## src/rtl/apb_bridge_pkg.sv

```systemverilog
// apb_bridge_pkg: shared state type and constants for the host-to-APB bridge
package apb_bridge_pkg;
  typedef enum logic [1:0] {IDLE, SETUP, ACCESS, RESP} state_t;
  localparam int APB_ADDR_W = 16;
  localparam logic [31:0] ERR_RDATA = 32'hFFFF_FFFF;
endpackage

```

## src/rtl/apb_bridge_top.sv

```systemverilog
// apb_bridge_top: single-outstanding host request to APB master bridge
// Ports: sys_clk/rst (async active-high); host_valid/ready/addr/wdata/wstrb/rdata
//   host side (wstrb != 0 means write); apb_* APB master side.
// Optional: APB_BRIDGE_TIMEOUT_EN forces completion after TIMEOUT_CYCLES ACCESS cycles.
module apb_bridge_top
  import apb_bridge_pkg::*;
#(
  parameter int ADDR_W = APB_ADDR_W,
  parameter int TIMEOUT_CYCLES = 256
) (
  input  logic              sys_clk,
  input  logic              rst,
  input  logic              host_valid,
  output logic              host_ready,
  input  logic [31:0]       host_addr,
  input  logic [31:0]       host_wdata,
  input  logic [3:0]        host_wstrb,
  output logic [31:0]       host_rdata,
  output logic [ADDR_W-1:0] apb_paddr,
  output logic              apb_pwrite,
  output logic              apb_psel,
  output logic              apb_penable,
  output logic [3:0]        apb_pstrb,
  output logic [31:0]       apb_pwdata,
  input  logic [31:0]       apb_prdata,
  input  logic              apb_pready,
  input  logic              apb_pslverr
);
  state_t state;
  logic expired;
  logic unused;
  assign unused = &{1'b0, host_addr[31:ADDR_W]};
`ifdef APB_BRIDGE_TIMEOUT_EN
  localparam int CW = $clog2(TIMEOUT_CYCLES + 1);
  logic [CW-1:0] cnt;
  // counts ACCESS cycles without pready; cleared everywhere else
  assign expired = !apb_pready && cnt == CW'(TIMEOUT_CYCLES - 1);
  always_ff @(posedge sys_clk or posedge rst)
    if (rst) cnt <= '0;
    else cnt <= (state == ACCESS && !apb_pready) ? cnt + 1'b1 : '0;
`else
  logic unused_to;
  assign unused_to = TIMEOUT_CYCLES > 0;
  assign expired = 1'b0;
`endif
  assign host_ready = state == RESP;
  assign apb_psel = state == SETUP || state == ACCESS;
  assign apb_penable = state == ACCESS;
  always_ff @(posedge sys_clk or posedge rst)
    if (rst) begin
      state <= IDLE;
      host_rdata <= '0;
      apb_paddr <= '0;
      apb_pwrite <= 1'b0;
      apb_pwdata <= '0;
      apb_pstrb <= '0;
    end else begin
      case (state)
        IDLE: if (host_valid) begin
          state <= SETUP;
          apb_paddr <= host_addr[ADDR_W-1:0];
          apb_pwrite <= |host_wstrb;
          apb_pwdata <= host_wdata;
          apb_pstrb <= host_wstrb;
        end
        SETUP: state <= ACCESS;
        ACCESS: if (apb_pready || expired) begin
          state <= RESP;
          // a timed-out read has no valid prdata, so it reports the error pattern
          if (!apb_pwrite) host_rdata <= (apb_pslverr || !apb_pready) ? ERR_RDATA : apb_prdata;
        end
        default: state <= IDLE;
      endcase
    end
endmodule

```

## config.mk

```make
export PLATFORM = sky130hd
export DESIGN_NAME = apb_bridge_top
export DESIGN_NICKNAME = d
export VERILOG_FILES = /design/src/rtl/apb_bridge_pkg.sv /design/src/rtl/apb_bridge_top.sv
export SDC_FILE = /design/constraint.sdc
export NUM_CORES = 1
export LEC_CHECK = 0
export ABC_AREA = 1
export CORE_MARGIN = 3
export CORE_UTILIZATION = 39
export CTS_BUF_LIST = sky130_fd_sc_hd__clkbuf_16
export CTS_CLUSTER_DIAMETER = 120
export DETAILED_ROUTE_END_ITERATION = 10
export HOLD_SLACK_MARGIN = 0.02
export PLACE_DENSITY = 0.8
export SETUP_SLACK_MARGIN = 0.3
export SYNTH_ARGS = -nofsm -noshare
export SYNTH_HDL_FRONTEND = slang
export SYNTH_SLANG_ARGS = --single-unit
```

## constraint.sdc

```tcl
create_clock -name sys_clk -period 7.6 [get_ports sys_clk]
set_clock_uncertainty 0.1 [all_clocks]
set_input_delay 1.52 -clock sys_clk [delete_from_list [all_inputs] [get_ports sys_clk]]
set_output_delay 1.52 -clock sys_clk [all_outputs]
set_load 0.01 [all_outputs]
```

# Yosys cells after proc, flatten, opt, wreduce, memory -nomap -nowiden
# Cells that the tools add are included.
[op_classes]
n_bitwise = 1
n_reduce_logical = 8
mux = 4
eq_ne = 5
[ops]
columns = ["op", "n"]
rows = [
  ["two-way mux 32 bit", 1],
  ["case mux 2 bit (3 select lines)", 1],
  ["equality test 2 bit, second input constant", 2],
  ["two-way mux 2 bit", 2],
  ["AND reduction 2 bit", 2],
  ["OR reduction 4 bit", 1],
  ["AND reduction 3 bit", 1],
  ["equality test 2 x 1 -> 1 bit, second input constant", 1],
  ["zero test 2 bit", 1],
  ["logical OR 1 bit", 2],
  ["!= test 2 x 1 -> 1 bit, second input constant", 1],
  ["!= test 2 bit, second input constant", 1],
  ["zero test 1 bit", 1],
  ["NOT 1 bit", 1],
]
[word_totals]
regBits = 87
input_bits = 105
out_inout_bits = 88
elab_cells = 24

# Logic depth before layout (Yosys ltp)
# Gate-level depths: netlist of the first run.
[logic_depth]
word_depth = 3
ltp_mapped = 7
ltp_nobuf = 6

# Worst setup path before layout of the first run
# No wires, ideal clock.
[synth_path]
kind = "flip-flop to output port"
start = "register state[0]"
end = "output apb_psel"
setup_slack_ns = 5.234
n_path_buf = 0
t_arrival_ns = 0.746
path_stages_with_launch = 3
t_required_ns = 5.980
cell_sequence = "dfrtp_1 > inv_1 > ha_1"
[synth_via]
elab_chain_len = 2
word_cells_on_any_way = 3
cone_classes = "2 x eq/ne; 1 x reduce/logical"
[synth_lines]
columns = ["element", "line_no", "source"]
rows = [
  ["start: declaration", "apb_bridge_top.sv:29", "state_t state;"],
  ["start signal: assignment", "apb_bridge_top.sv:51", "state <= IDLE;"],
  ["start signal: assignment", "apb_bridge_top.sv:60", "state <= SETUP;"],
  ["start signal: assignment", "apb_bridge_top.sv:66", "SETUP: state <= ACCESS;"],
  ["equality test 2 x 1 -> 1 bit / equality test 2 bit (equally long branches)", "apb_bridge_top.sv:47", "assign apb_psel = state == SETUP || state == ACCESS;"],
  ["logical OR 1 bit *", "apb_bridge_top.sv:47", ""],
  ["end: declaration", "apb_bridge_top.sv:21", "output logic apb_psel,"],
]
# Mark *: on every way between the ends. The rest lies on a longest branch, timed or not.

# Final worst setup path of the first run
[layout_path]
start = "input host_valid"
end = "register apb_pwdata[15]"
[layout_via]
elab_chain_len = 1
[layout_lines]
columns = ["element", "line_no", "source"]
rows = [
  ["start: declaration", "apb_bridge_top.sv:13", "input logic host_valid,"],
  ["AND reduction 2 bit (no source line)", "-", ""],
  ["end signal: assignment", "apb_bridge_top.sv:63", "apb_pwdata <= host_wdata;"],
  ["end: declaration", "apb_bridge_top.sv:24", "output logic [31:0] apb_pwdata,"],
]
# No other way between the ends.
# A chain may end at the register's enable or synchronous reset.

==> flow_summary.json, run 1 <==
{
  "ant_nets": 0,
  "synth-seq-area-share_pct": 58.9,
  "yosysTopAreaCellShare_pct": 58.9,
  "place_ws_ns": 3.58,
  "vias": 3339,
  "r2r_start": "state[0]",
  "final_core_util_pct": 64.4,
  "hold_viol": 0,
  "crit_arrival_ns": 3.78,
  "hpwl_um": 6970,
  "worstHoldStart": "apb_pstrb[0]",
  "ir_worst_vdd_mv": 0.177,
  "die_w_um": 103,
  "period_share_pct": 47.7,
  "wl_per_cell_um": 13.8,
  "yosysWarnings": 0,
  "hold_class": "reg -> reg",
  "grt_antenna_before_repair": 0,
  "routed_via_density": 4.62,
  "gp_congestion": 0.756,
  "wirelength_um": 9950,
  "dp_cells": 709,
  "slew_viol_final": 0,
  "setup_violations": 0,
  "worstMarginPinSlew_ns": 1.10,
  "netlist_instances": 428,
  "path_common_cell": "nand2_1",
  "n_antenna_cell": 0,
  "crit_path_start_kind": "input port",
  "synth_area_leaders": "dfrtp_1 59%, nand2_1 27%, nand3b_1 6.5%, buf_2 1.9%, ha_1 1.4%",
  "cts_hold_buf": 0,
  "core-area_um2": 8980,
  "drcViolationCount": 0,
  "grt_max_degree": 88,
  "min_period_ns": 3.62,
  "power-per-cell-area_nw_per_um2": 396,
  "synth.area.mux_share_pct": 0,
  "cts-root-buf": "clkbuf_16",
  "synth_area_leader_cell": "dfrtp_1",
  "die_area_um2": 10700,
  "cts.sinks": 87,
  "postCtsSetupRepairBufs": 0,
  "numCtsBuffers": 9,
  "crit_family": "buffers and inverters",
  "cp.required_ns": 7.75,
  "grt_usage_pct": 18.6,
  "clkLatencyLatePin_ns": 0.32,
  "syn_to_final_growth_pct": 56.5,
  "fmax_mhz": 276,
  "synth_xor_area_share_pct": 0,
  "synth-simple-area-share_pct": 34.7,
  "drive_gt1_share_pct": 3.69,
  "crit_start": "host_valid",
  "status": "finished, final reports clean",
  "crit_type": "in -> reg",
  "synth_area_um2": 3700,
  "synth_compound_area_share_pct": 0,
  "cts_tree": "yes",
  "max-cap-violations": 0,
  "clk_pin_slew_ns": 0.06,
  "fin_ws_ns": 3.98,
  "ios": 193,
  "num_rows": 34,
  "p_leak_nw": 2.79,
  "end_kind": "flop",
  "drtIter0Drc": 74,
  "die_y_um": 103,
  "ys_ff_latch": 87,
  "worst-path-buf-inv": 2,
  "grt_pass1_wl_um": 15700,
  "critPathSlowestCell": "inv_2",
  "synth_top_family_by_area": "simple AND/OR/NAND/NOR gates",
  "final_cell_mix": "264 x nand2_1, 176 x clkdlybuf4s50_1, 87 x dfrtp_1",
  "first_pass_iters": 4,
  "syn_area_per_cell_um2": 8.64,
  "setup-tns-final_ns": 0,
  "overflow": 0,
  "slew_headroom_pct": 26.8,
  "ys_types": 14,
  "syn_nets": 537,
  "worstPathCellList": "clkdlybuf4s50_1, nand2_2, inv_2, nand2_1, nand2_1",
  "layout_commonest_cell": "nand2_1",
  "clockBufferDepth": 2,
  "stdcell_count": 723,
  "cp_slowest_stage_delay_ns": 0.90,
  "fin_nets": 703,
  "portBuffers": 176,
  "initial_utilization_pct": 41.2,
  "crit_fanout": 54,
  "grt_pass1_vias": 3275,
  "ctsResizeCount": 0,
  "grt_setup_unrepaired": "no",
  "synthAdderAreaFrac_pct": 1.35,
  "htreeDepth": 3
}
## cell families (layout without fill, tap and decap cells)
logic type                 count (synthesis)  count (layout)
adders and majority gates                  4               4
buffers and inverters                     33             202
DFF                                       87              87
and+or+nand+nor                          304             304
## tightest hold or removal path, stage by stage (launching register included)
cell,delay [ns]
dfrtp_1,0.34
nand2_1,0.05
nand2_1,0.05
## final timing paths
check,endpoint,slack [ns],cells after the start
setup / recovery,apb_pwdata[15],3.98,5
hold / removal,apb_pstrb[0],0.38,2
setup reg to reg,apb_pwdata[15],4.92,6
hold reg to reg,apb_pstrb[0],0.38,2
max in group asynchronous,host_rdata[5],4.90,3
min in group asynchronous,apb_pwdata[5],1.79,3
## cells in the mapped netlist
cell type	number
nand3_2	1
nor2_1	2
ha_1	4
inv_1	8
buf_2	14
nor2_4	1
dfrtp_1	87
buf_6	3
nand3_1	2
nand3b_1	32
inv_2	2
buf_4	6
nand2_2	2
nand2_1	264
## sequential cells by signal, indices dropped and copies added, names as in the netlist
name	count
apb_pwdata	32
host_rdata	32
apb_paddr	16
apb_pstrb	4
state	2
apb_pwrite	1
## power breakdown
| part | total (mW) | internal, mW | switching (mW) |
|---|---|---|---|
| clock | 0.448 | 0.282 | 0.165 |
| sequential | 0.816 | 0.690 | 0.126 |
| combinational | 1.03 | 0.554 | 0.472 |
| total | 2.29 | 1.53 | 0.763 |
## final cells by class
class | count | area [µm²]
Clock inverter | 5 | 76.3
Timing Repair Buffer | 178 | 1780
Sequential cell | 87 | 2180
Tap cell | 126 | 158
Inverter | 10 | 38.8
Clock buffer | 9 | 225
Fill cell | 765 | 3190
Multi-Input combinational cell | 308 | 1330
## per-stage QoR
| stage | total power, mW | area (µm²) | hold slack (ns) |
|---|---|---|---|
| global placement | 1.83 | 5480 | 0.360 |
| finish | 2.29 | 5780 | 0.376 |
| CTS | 2.33 | 5780 | 0.380 |
| floorplan | 1.27 | 3700 | 0.369 |
| global route | 2.46 | 5780 | 0.393 |
| detailed placement | 1.87 | 5480 | 0.364 |
## metal layers
layer	up-vias	GRT usage (%)	part of all wire, %
met5	-	0	0
met4	0	5.48	1.2
met3	11	7.38	11
met2	141	30.1	47
met1	1557	23.1	41
li1	1630	-	-
(Power assumes the default switching activity.)
==> inputs of run 2 (changes only) <==
--- a/config.mk
+++ b/config.mk
@@ -7,12 +7,12 @@
 export LEC_CHECK = 0
 export ABC_AREA = 1
 export CORE_MARGIN = 3
-export CORE_UTILIZATION = 39
+export CORE_UTILIZATION = 36
 export CTS_BUF_LIST = sky130_fd_sc_hd__clkbuf_16
 export CTS_CLUSTER_DIAMETER = 120
 export DETAILED_ROUTE_END_ITERATION = 10
 export HOLD_SLACK_MARGIN = 0.02
-export PLACE_DENSITY = 0.8
+export PLACE_DENSITY = 0.78
 export SETUP_SLACK_MARGIN = 0.3
 export SYNTH_ARGS = -nofsm -noshare
 export SYNTH_HDL_FRONTEND = slang
==> constraint.sdc (replaced) <==
create_clock -name sys_clk -period 3.1 [get_ports sys_clk]
set_clock_uncertainty 0.1 [all_clocks]
set_input_delay 0.62 -clock sys_clk [delete_from_list [all_inputs] [get_ports sys_clk]]
set_output_delay 0.62 -clock sys_clk [all_outputs]
set_load 0.01 [all_outputs]
==> flow_summary.json, run 2 (same netlist as run 1, synthesis figures left out) <==
{
  "grt_pass1_wl_um": 16600,
  "top_layer": "met4",
  "clkPwrFrac_pct": 17.1,
  "period_share_pct": 76.5,
  "cts_tree": "yes",
  "routed_via_density": 4.53,
  "switching_share_pct": 34.5,
  "grt_max_degree": 54,
  "worst-path-buf-inv": 2,
  "fin_nets": 709,
  "vias": 3342,
  "cellInternalPower_mw": 3.59,
  "drtIter0Drc": 194,
  "p_sw_mw": 1.89,
  "htreeDepth": 3,
  "slew_headroom_pct": 42.5,
  "numCtsBuffers": 9,
  "fmax_mhz": 422,
  "wl_met2_um": 4830,
  "grt_setup_unrepaired": "no",
  "reg2reg_slack_ns": 1.24,
  "gp_congestion": 0.789,
  "drive_gt1_share_pct": 4.47,
  "crit_family": "buffers and inverters",
  "reg2reg_to": "host_rdata[7]",
  "die_y_um": 107,
  "cts_hold_buf": 0,
  "p_leak_nw": 2.80,
  "hpwl_um": 7200,
  "crit_arrival_ns": 1.65,
  "grt_pass1_vias": 3446,
  "cp.required_ns": 2.38,
  "ant_nets": 0,
  "met1Wirelength_um": 4280,
  "cts-root-buf": "clkbuf_16",
  "worstMarginPinSlew_ns": 0.863,
  "crit_fanout": 5,
  "cts.sinks": 87,
  "critPathSlowestCell": "clkdlybuf4s50_1",
  "wirelength_um": 10100,
  "setup-tns-final_ns": 0,
  "final_core_util_pct": 58.9,
  "die_area_um2": 11500,
  "overflow": 0,
  "setup_violations": 0,
  "num_rows": 36,
  "postCtsSetupRepairBufs": 0,
  "crit_path_start_kind": "flop",
  "pwr-share-comb_pct": 46.4,
  "largestRegisters": "apb_pwdata: 32 flops, host_rdata: 32 flops, apb_paddr: 16 flops",
  "cp_slowest_stage_delay_ns": 0.56,
  "wl_met3_um": 933,
  "initial_utilization_pct": 37.5,
  "drcViolationCount": 0,
  "final_cell_mix": "264 x nand2_1, 176 x clkdlybuf4s50_1, 87 x dfrtp_1",
  "layout_commonest_cell": "nand2_1",
  "holdPathEnd": "apb_pwdata[23]",
  "worstPathCellList": "inv_1, ha_1, clkdlybuf4s50_1",
  "min_period_ns": 2.37,
  "portBuffers": 176,
  "grt_antenna_before_repair": 0,
  "hold_viol": 0,
  "core-area_um2": 9860,
  "worstHoldStart": "apb_pwdata[23]",
  "max-cap-violations": 0,
  "end_kind": "output pin",
  "grt_usage_pct": 18.0,
  "power-per-cell-area_nw_per_um2": 944,
  "clk_pin_slew_ns": 0.06,
  "seqPwrFrac_pct": 36.5,
  "clockBufferDepth": 2,
  "ctsResizeCount": 0,
  "hold_depth": 2,
  "syn_to_final_growth_pct": 57.1,
  "r2r_start": "state[0]",
  "clkLatencyLatePin_ns": 0.32,
  "reg2reg_depth": 6,
  "wl_per_cell_um": 13.8,
  "first_pass_iters": 4,
  "hold_class": "reg -> reg",
  "n_antenna_cell": 0,
  "die_w_um": 107,
  "ir_worst_vdd_mv": 0.374,
  "slew_viol_final": 0,
  "crit_type": "reg -> out",
  "ios": 193,
  "status": "finished, final reports clean"
}
run 2: cell count changes in the layout (fill, tap and decap cells not counted):
cell and change:
buf_4 +5, buf_12 +1, bufinv_16 -2, clkinv_1 +2, clkinv_4 +1
run 2: final cells by class:
type                            count  area, µm²
Clock buffer                        9        225
Clock inverter                      6       30.0
Fill cell                         829       4060
Inverter                           10       41.3
Multi-Input combinational cell    308       1330
Sequential cell                    87       2180
Tap cell                          133        166
Timing Repair Buffer              184       1830
run 2: per-stage QoR:
step	area [µm²]	setup WS [ns]	power, mW	hold slack [ns]	instances
floorplan	3700	1.37	3.12	0.369	428
global placement	5550	0.772	4.51	0.362	722
detailed placement	5550	0.691	4.59	0.364	722
CTS	5810	0.717	5.56	0.381	737
global route	5810	0.640	5.90	0.403	737
finish	5810	0.730	5.48	0.378	737
run 2: tightest hold or removal path, delay by kind of cell (launching register included):
kind          cells  cell delay, ns
flops             1            0.34
simple gates      2            0.11
run 2: how the worst max path moves through the flow:
stage                     from  slack (ns)             to  depth (start not counted)
finish                state[1]        0.73       apb_psel                          3
global placement    apb_pready        0.77  host_rdata[1]                          6
detailed placement  apb_pready        0.69  host_rdata[7]                          6
global route          state[1]        0.64       apb_psel                          3
CTS                   state[1]        0.72       apb_psel                          3
floorplan                  rst        1.37   apb_paddr[0]                          1
run 2: routing by layer:
layer,GRT usage (%),vias to the layer above
li1,-,1645
met1,22.5,1548
met2,30.4,140
met3,4.98,9
met4,5.30,0
met5,0,-
run 2: power by group through the flow:
stage / Combinational [mW] / Sequential [mW] / Clock [mW]
finish: 2.54 / 2.00 / 0.937
global placement: 2.52 / 1.98 / 0
floorplan: 0.870 / 2.25 / 0
detailed placement: 2.58 / 2.01 / 0
global route: 2.81 / 2.08 / 1.01
CTS: 2.59 / 2.00 / 0.967
